===== src/rtl/fetch_sequencer.sv =====
// fetch_sequencer
// ---------------
// Upstream stage of the CPU core. It fetches the instruction at the core's
// instruction_pointer from the instruction ROM and holds it stable. It then
// issues a one-cycle enable that advances the core. Two modes are supported:
// free-running (turbo) and push-button single-step. A retired-instruction
// counter is kept for the debug display.
//
// Optional feature: define STEP_DEBOUNCE_EN to add a debounce counter on the
// synchronized step button (DEBOUNCE_CYCLES stable-high cycles).
//
// Ports
//   clk                  system clock, rising edge
//   reset                asynchronous, active-high reset
//   turbo                1 = free-run, 0 = single-step
//   step                 raw push button, active-high, asynchronous
//   instruction_pointer  current instruction address from the core
//   rom_data             ROM read data for rom_addr
//   rom_addr             registered ROM address
//   instruction          registered instruction presented to the core
//   enable               one-cycle pulse that advances the core
//   busy                 high while a fetch/execute sequence is in progress
//   retired_count        enable pulses issued since reset (wraps)
`timescale 1ns/1ps

module fetch_sequencer #(
   parameter logic [15:0] DEBOUNCE_CYCLES = 16'd50000,
   parameter int          CNT_WIDTH       = 16
) (
   input  logic                 clk,
   input  logic                 reset,
   input  logic                 turbo,
   input  logic                 step,
   input  logic [7:0]           instruction_pointer,
   input  logic [31:0]          rom_data,
   output logic [7:0]           rom_addr,
   output logic [31:0]          instruction,
   output logic                 enable,
   output logic                 busy,
   output logic [CNT_WIDTH-1:0] retired_count
);

   typedef enum logic [1:0] {
      S_IDLE  = 2'd0,
      S_FETCH = 2'd1,
      S_WAIT  = 2'd2,
      S_EXEC  = 2'd3
   } state_t;

   state_t state_reg, state_next;

   logic                 step_meta_reg;
   logic                 step_sync_reg;
   logic                 step_level;
   logic                 step_prev_reg;
   logic                 step_rise;
   logic                 step_pending_reg;
   logic                 take_step;

   logic [7:0]           rom_addr_reg;
   logic [31:0]          instruction_reg;
   logic                 enable_reg;
   logic                 busy_reg;
   logic [CNT_WIDTH-1:0] retired_reg;

   // Two-flop synchronizer for the asynchronous push button.
   always_ff @(posedge clk or posedge reset) begin
      if (reset) begin
         step_meta_reg <= 1'b0;
         step_sync_reg <= 1'b0;
      end else begin
         step_meta_reg <= step;
         step_sync_reg <= step_meta_reg;
      end
   end

`ifdef STEP_DEBOUNCE_EN
   // The counter saturates at DEBOUNCE_CYCLES. Any low sample clears it.
   // The level is gated by the live synchronized sample, so it falls
   // on the first low cycle without waiting for the counter.
   logic [15:0] debounce_cnt_reg;

   always_ff @(posedge clk or posedge reset) begin
      if (reset) begin
         debounce_cnt_reg <= 16'd0;
      end else if (!step_sync_reg) begin
         debounce_cnt_reg <= 16'd0;
      end else if (debounce_cnt_reg != DEBOUNCE_CYCLES) begin
         debounce_cnt_reg <= debounce_cnt_reg + 16'd1;
      end
   end

   assign step_level = step_sync_reg && (debounce_cnt_reg == DEBOUNCE_CYCLES);
`else
   // No debounce: the synchronized level is used directly.
   logic unused_debounce;
   assign unused_debounce = ^DEBOUNCE_CYCLES;
   assign step_level      = step_sync_reg;
`endif

   assign step_rise = step_level && !step_prev_reg;

   // step_pending holds only one request. While it is set, further edges are
   // lost. Turbo mode has no use for a queued step, so turbo clears it.
   always_ff @(posedge clk or posedge reset) begin
      if (reset) begin
         step_prev_reg    <= 1'b0;
         step_pending_reg <= 1'b0;
      end else begin
         step_prev_reg <= step_level;
         if (turbo) begin
            step_pending_reg <= 1'b0;
         end else if (take_step) begin
            step_pending_reg <= 1'b0;
         end else if (step_rise) begin
            step_pending_reg <= 1'b1;
         end
      end
   end

   always_ff @(posedge clk or posedge reset) begin
      if (reset) begin
         state_reg <= S_IDLE;
      end else begin
         state_reg <= state_next;
      end
   end

   // turbo is only looked at in IDLE and EXEC. A sequence that has started
   // therefore always runs to its enable.
   always_comb begin
      state_next = state_reg;
      take_step  = 1'b0;
      case (state_reg)
         S_IDLE: begin
            if (turbo) begin
               state_next = S_FETCH;
            end else if (step_pending_reg) begin
               take_step  = 1'b1;
               state_next = S_FETCH;
            end
         end
         S_FETCH: state_next = S_WAIT;
         S_WAIT:  state_next = S_EXEC;
         S_EXEC:  state_next = turbo ? S_FETCH : S_IDLE;
         default: state_next = S_IDLE;
      endcase
   end

   // The address is captured at the end of FETCH, not on entry. The core
   // moves its pointer on the EXEC edge, so a branch target is picked up by
   // the next fetch. enable and busy are decoded from the next state. This
   // makes them registered and aligned with the state they describe.
   always_ff @(posedge clk or posedge reset) begin
      if (reset) begin
         rom_addr_reg    <= 8'h00;
         instruction_reg <= 32'h0;
         enable_reg      <= 1'b0;
         busy_reg        <= 1'b0;
         retired_reg     <= '0;
      end else begin
         if (state_reg == S_FETCH) begin
            rom_addr_reg <= instruction_pointer;
         end
         if (state_reg == S_WAIT) begin
            instruction_reg <= rom_data;
         end
         if (state_reg == S_EXEC) begin
            retired_reg <= retired_reg + 1'b1;
         end
         enable_reg <= (state_next == S_EXEC);
         busy_reg   <= (state_next != S_IDLE);
      end
   end

   assign rom_addr      = rom_addr_reg;
   assign instruction   = instruction_reg;
   assign enable        = enable_reg;
   assign busy          = busy_reg;
   assign retired_count = retired_reg;

endmodule

===== config.mk =====
export PLATFORM = sky130hd
export DESIGN_NAME = fetch_sequencer
export DESIGN_NICKNAME = d
export VERILOG_FILES = /design/src/rtl/fetch_sequencer.sv
export SDC_FILE = /design/constraint.sdc
export NUM_CORES = 1
export LEC_CHECK = 0
export CORE_MARGIN = 2
export CORE_UTILIZATION = 35
export CTS_CLUSTER_DIAMETER = 120
export DETAILED_ROUTE_END_ITERATION = 16
export PLACE_DENSITY = 0.67
export SLEW_MARGIN = 20
export SYNTH_ARGS = -nofsm -noshare
export SYNTH_HDL_FRONTEND = slang
export SYNTH_SLANG_ARGS = --single-unit
export TNS_END_PERCENT = 10

===== constraint.sdc =====
create_clock -name clk -period 2.35 [get_ports clk]
set_input_delay 0.235 -clock clk [delete_from_list [all_inputs] [get_ports clk]]
set_output_delay 0.235 -clock clk [all_outputs]
set_load 0.01 [all_outputs]

* Word-level counts from Yosys, hierarchy flattened *
Index checks and enable logic that the tools add are counted.

word-level totals
  register bits = 64
  input bits = 44
  output and inout bits = 58
  logic and storage cells = 30

cells by class
  $add $sub $neg = 1
  equal/unequal tests = 4
  muxes and demuxes = 10
  reduce and logical (&&, ||, !) cells = 5

operators by type and width
  operator                                       count
  adder 16 x 1 -> 16 bit, second input constant  1
  case mux 2 bit (4 select lines)                1
  two-way mux 1 bit                              7
  == test 2 bit, second input constant           3
  two-way mux 2 bit                              2
  nonzero test 3 bit                             1
  == test 2 x 1 -> 1 bit, second input constant  1
  logical NOT 2 bit                              1
  nonzero test 2 bit                             1
  logical AND 1 bit                              1
  logical NOT 1 bit                              1

* Logic depth before layout (Yosys ltp) *
  depth in word-level cells = 5
  depth in mapped cells = 6
  depth with buffers taken out = 5

* Worst setup path before layout *
Ideal clock, no wire load.

  path type = register -> register
  from = reg state_reg[0]
  to = reg instruction_reg[0], in the netlist instruction[0]
  library setup time = 125 ps
  arrival = 1,376 ps
  required time = 2,225 ps
  setup slack = 849 ps
  cell stages (with the launch flop) = 6
  buffers on the path = 2
  clock period less this slack = 1,501 ps
  path through = dfrtp_1 > inv_1 > ha_1 > clkbuf_1 > buf_2 > mux2_2

on the way
  word-level cells in the longest chain between the ends = 1

ends and longest elaborated chain
  what                    RTL line  source
  from (decl)             50        state_t state_reg, state_next;
  from (signal assigned)  125       state_reg <= state_next;
  == test 2 bit           165       if (state_reg == S_WAIT) begin
  to (signal assigned)    166       instruction_reg <= rom_data;
  to (decl)               61        logic [31:0] instruction_reg;

No other way between the ends.
A chain may end at the register's enable or synchronous reset.

* Final worst setup path *
  from = reg state_reg[0]
  to = reg retired_reg[11], in the netlist retired_count[11]

on the way
  word-level cells in the longest chain between the ends = 1

ends and longest elaborated chain
  what                  RTL line  source
  == test 2 bit         168       if (state_reg == S_EXEC) begin
  to (signal assigned)  169       retired_reg <= retired_reg + 1'b1;
  to (decl)             64        logic [CNT_WIDTH-1:0] retired_reg;

No other way between the ends.

==> metrics <==
status=complete, no violations; Yosys reg bits=64; ratio of cells with drive above 1 in the final layout=21.7%; Synth Instances=168; setup_tns=0 ns; # Post-CTS Setup Buffers=0; Crit path largest cell delay=0.39 ns; fraction of registers with async set/reset=100%; syn_nets=218; peak supply drop=502 uV; pin count of the biggest net entering global routing=36; fmax=0.614 GHz; GRT Util Overall=13.2%; Reg clk slew, reported paths=0.06 ns; FF-to-FF setup slack=0.72 ns; max_slew headroom=57.3%; P_leak=1.63 nW; Min Clock Period, post-route=1.63 ns; core area=0.00687 mm2; WP data required=2.59 ns; max_cap viols=0; Final Max Slew Viols=0; fin nets=326; synthesized cell area=0.00251 mm2; Port-buffer cells=101; kind of critical path=reg2reg; TritonCTS Buffers=9; post-synthesis sequential area ratio=63.8%; residual DRC count=0; Setup Skew=0.00673 ns; vias post-DR=1668; wirelength, routed=4.85 mm; GR Overflow Total=0; Synth warnings=0; PwrDens=1220 mW/mm2; Avg Inst Size Synth=14.9 um2; io pins=102; EDFF count, synth=0; RSZ-0062 raised after global routing=false; gpl congestion=0.692; DR pass1 iterations=3; Resized cells post-CTS=0; CP max FO=7; dpl hpwl=3.49 mm; Largest register FFs=32; die area=0.00787 mm2; Detailed Route Iter0 Violations=15; routed len/inst=12.9 um; Final Setup Violations=0; n_diodes=0; Root Buffer=clkbuf_8; post-synthesis cell type count=22; CTS Buffer Depth=2; Crit-path slowest cell=dfrtp_1; Synth-to-Final Area Change=51.4%; Worst Setup Start Kind=flip-flop; die extent in y=88.7 um; initial core utilization=36.6%; initial antenna violation count=0; worst path arrival time=1.87 ns; worst-path cell chain=ha_1, nand4_2, nor4_1, xor2_1; post-route clock period utilization=69.3%; Routed Antenna Nets=0; final hold viol count=0; Critical R2R Capture=retired_count[11]; wire length of the first global-routing pass=7.75 mm; ys flop type=dfrtp_1; clk_lat worst skew=0.32 ns; Fin Hold WS=0.312 ns; commonest non-fill, non-tap cells in the layout=clkdlybuf4s50_1, dfrtp_1, mux2_2; clock sinks=64; worst reg2reg path depth=4; Die Wd=88.7 um; crit end category=flip-flop; CTS Hold Bufs=0; most common cell after layout, fill and taps aside=clkdlybuf4s50_1; Vias per Instance=4.42; Worst Tran Pin Value=0.639 ns; Std-Cell Rows=30; overall power=0.00463 W; # H-tree levels=3; vias in the first global route=1742; Worst R2R Start=state_reg[0]; Tightest Hold Check Type=in2async; CTS tree=built
## layer usage
layer | up-vias | global-route usage, % | part of all wire (%)
met5 | - | 0 | 0
met4 | 0 | 7.44 | 2.0
met3 | 10 | 3.92 | 8.2
met2 | 71 | 21.0 | 47
met1 | 798 | 15.8 | 43
li1 | 789 | - | -
## power breakdown
part           internal, W  switching (W)  total, W
registers          0.00155       0.000264   0.00182
clock network     0.000409       0.000375  0.000784
logic              0.00129       0.000744   0.00203
## cells in the mapped netlist, types with 2 or more instances
library cell | instances | area share, %
a21oi_1 | 2 | 0.40
buf_2 | 3 | 0.60
clkbuf_1 | 2 | 0.30
dfrtp_1 | 64 | 64
ha_1 | 6 | 3.0
inv_1 | 4 | 0.60
mux2_2 | 41 | 18
nand2_1 | 8 | 1.2
nand4_1 | 4 | 1.0
nor2_1 | 4 | 0.60
nor3_1 | 4 | 0.80
nor4_1 | 3 | 0.75
xnor2_1 | 4 | 1.4
xor2_1 | 11 | 3.8
## worst max-delay path: cells and delay by family, from the launching register on
kind / cells / cell delay (ns)
AND/OR/NAND/NOR: 2 / 0.64
flip-flops: 1 / 0.39
adder cells (fa/ha/maj): 1 / 0.33
XOR/XNOR: 1 / 0.18
## cell type report
class                           count  area, um2
Fill cell                         619       3070
Sequential cell                    64       1600
Timing Repair Buffer              103       1040
Multi-Input combinational cell     94        861
Clock buffer                       13        149
Tap cell                           96        120
Clock inverter                      3       17.5
Inverter                            4       15.0
## metrics by stage
stage,cells,setup slack (ns),util [%],instance area (um2)
final,377,0.721,55.4,3800
after detailed placement,361,0.708,52.9,3640
after CTS,377,0.697,55.4,3800
after global placement,361,0.726,52.9,3640
after global routing,377,0.538,55.4,3800
after floorplan,168,0.517,-,2510
## cell families after synthesis
family                     after synthesis  synth area share (%)
muxes                                   41                  18.4
and+or+nand+nor                         29                  6.98
AOI/OAI and AO/OA                        3                 0.698
buffers and inverters                   10                  1.94
adders and majority gates                6                  2.99
DFF                                     64                  63.8
xor gates and xnor gates                15                  5.23
## worst max path at each step
| stage | slack [ns] | to | depth (start not counted) | from |
|---|---|---|---|---|
| 6_report | 0.72 | retired_count[11] | 4 | state_reg[0] |
| 5_1_grt | 0.54 | retired_count[11] | 4 | state_reg[1] |
| 4_1_cts | 0.70 | retired_count[11] | 4 | state_reg[1] |
| 3_5_place_dp | 0.71 | retired_count[11] | 4 | state_reg[1] |
| 3_3_place_gp | 0.73 | retired_count[15] | 4 | state_reg[1] |
| 2_1_floorplan | 0.52 | busy | 1 | reset |
Power figures use the tool's default switching activity.
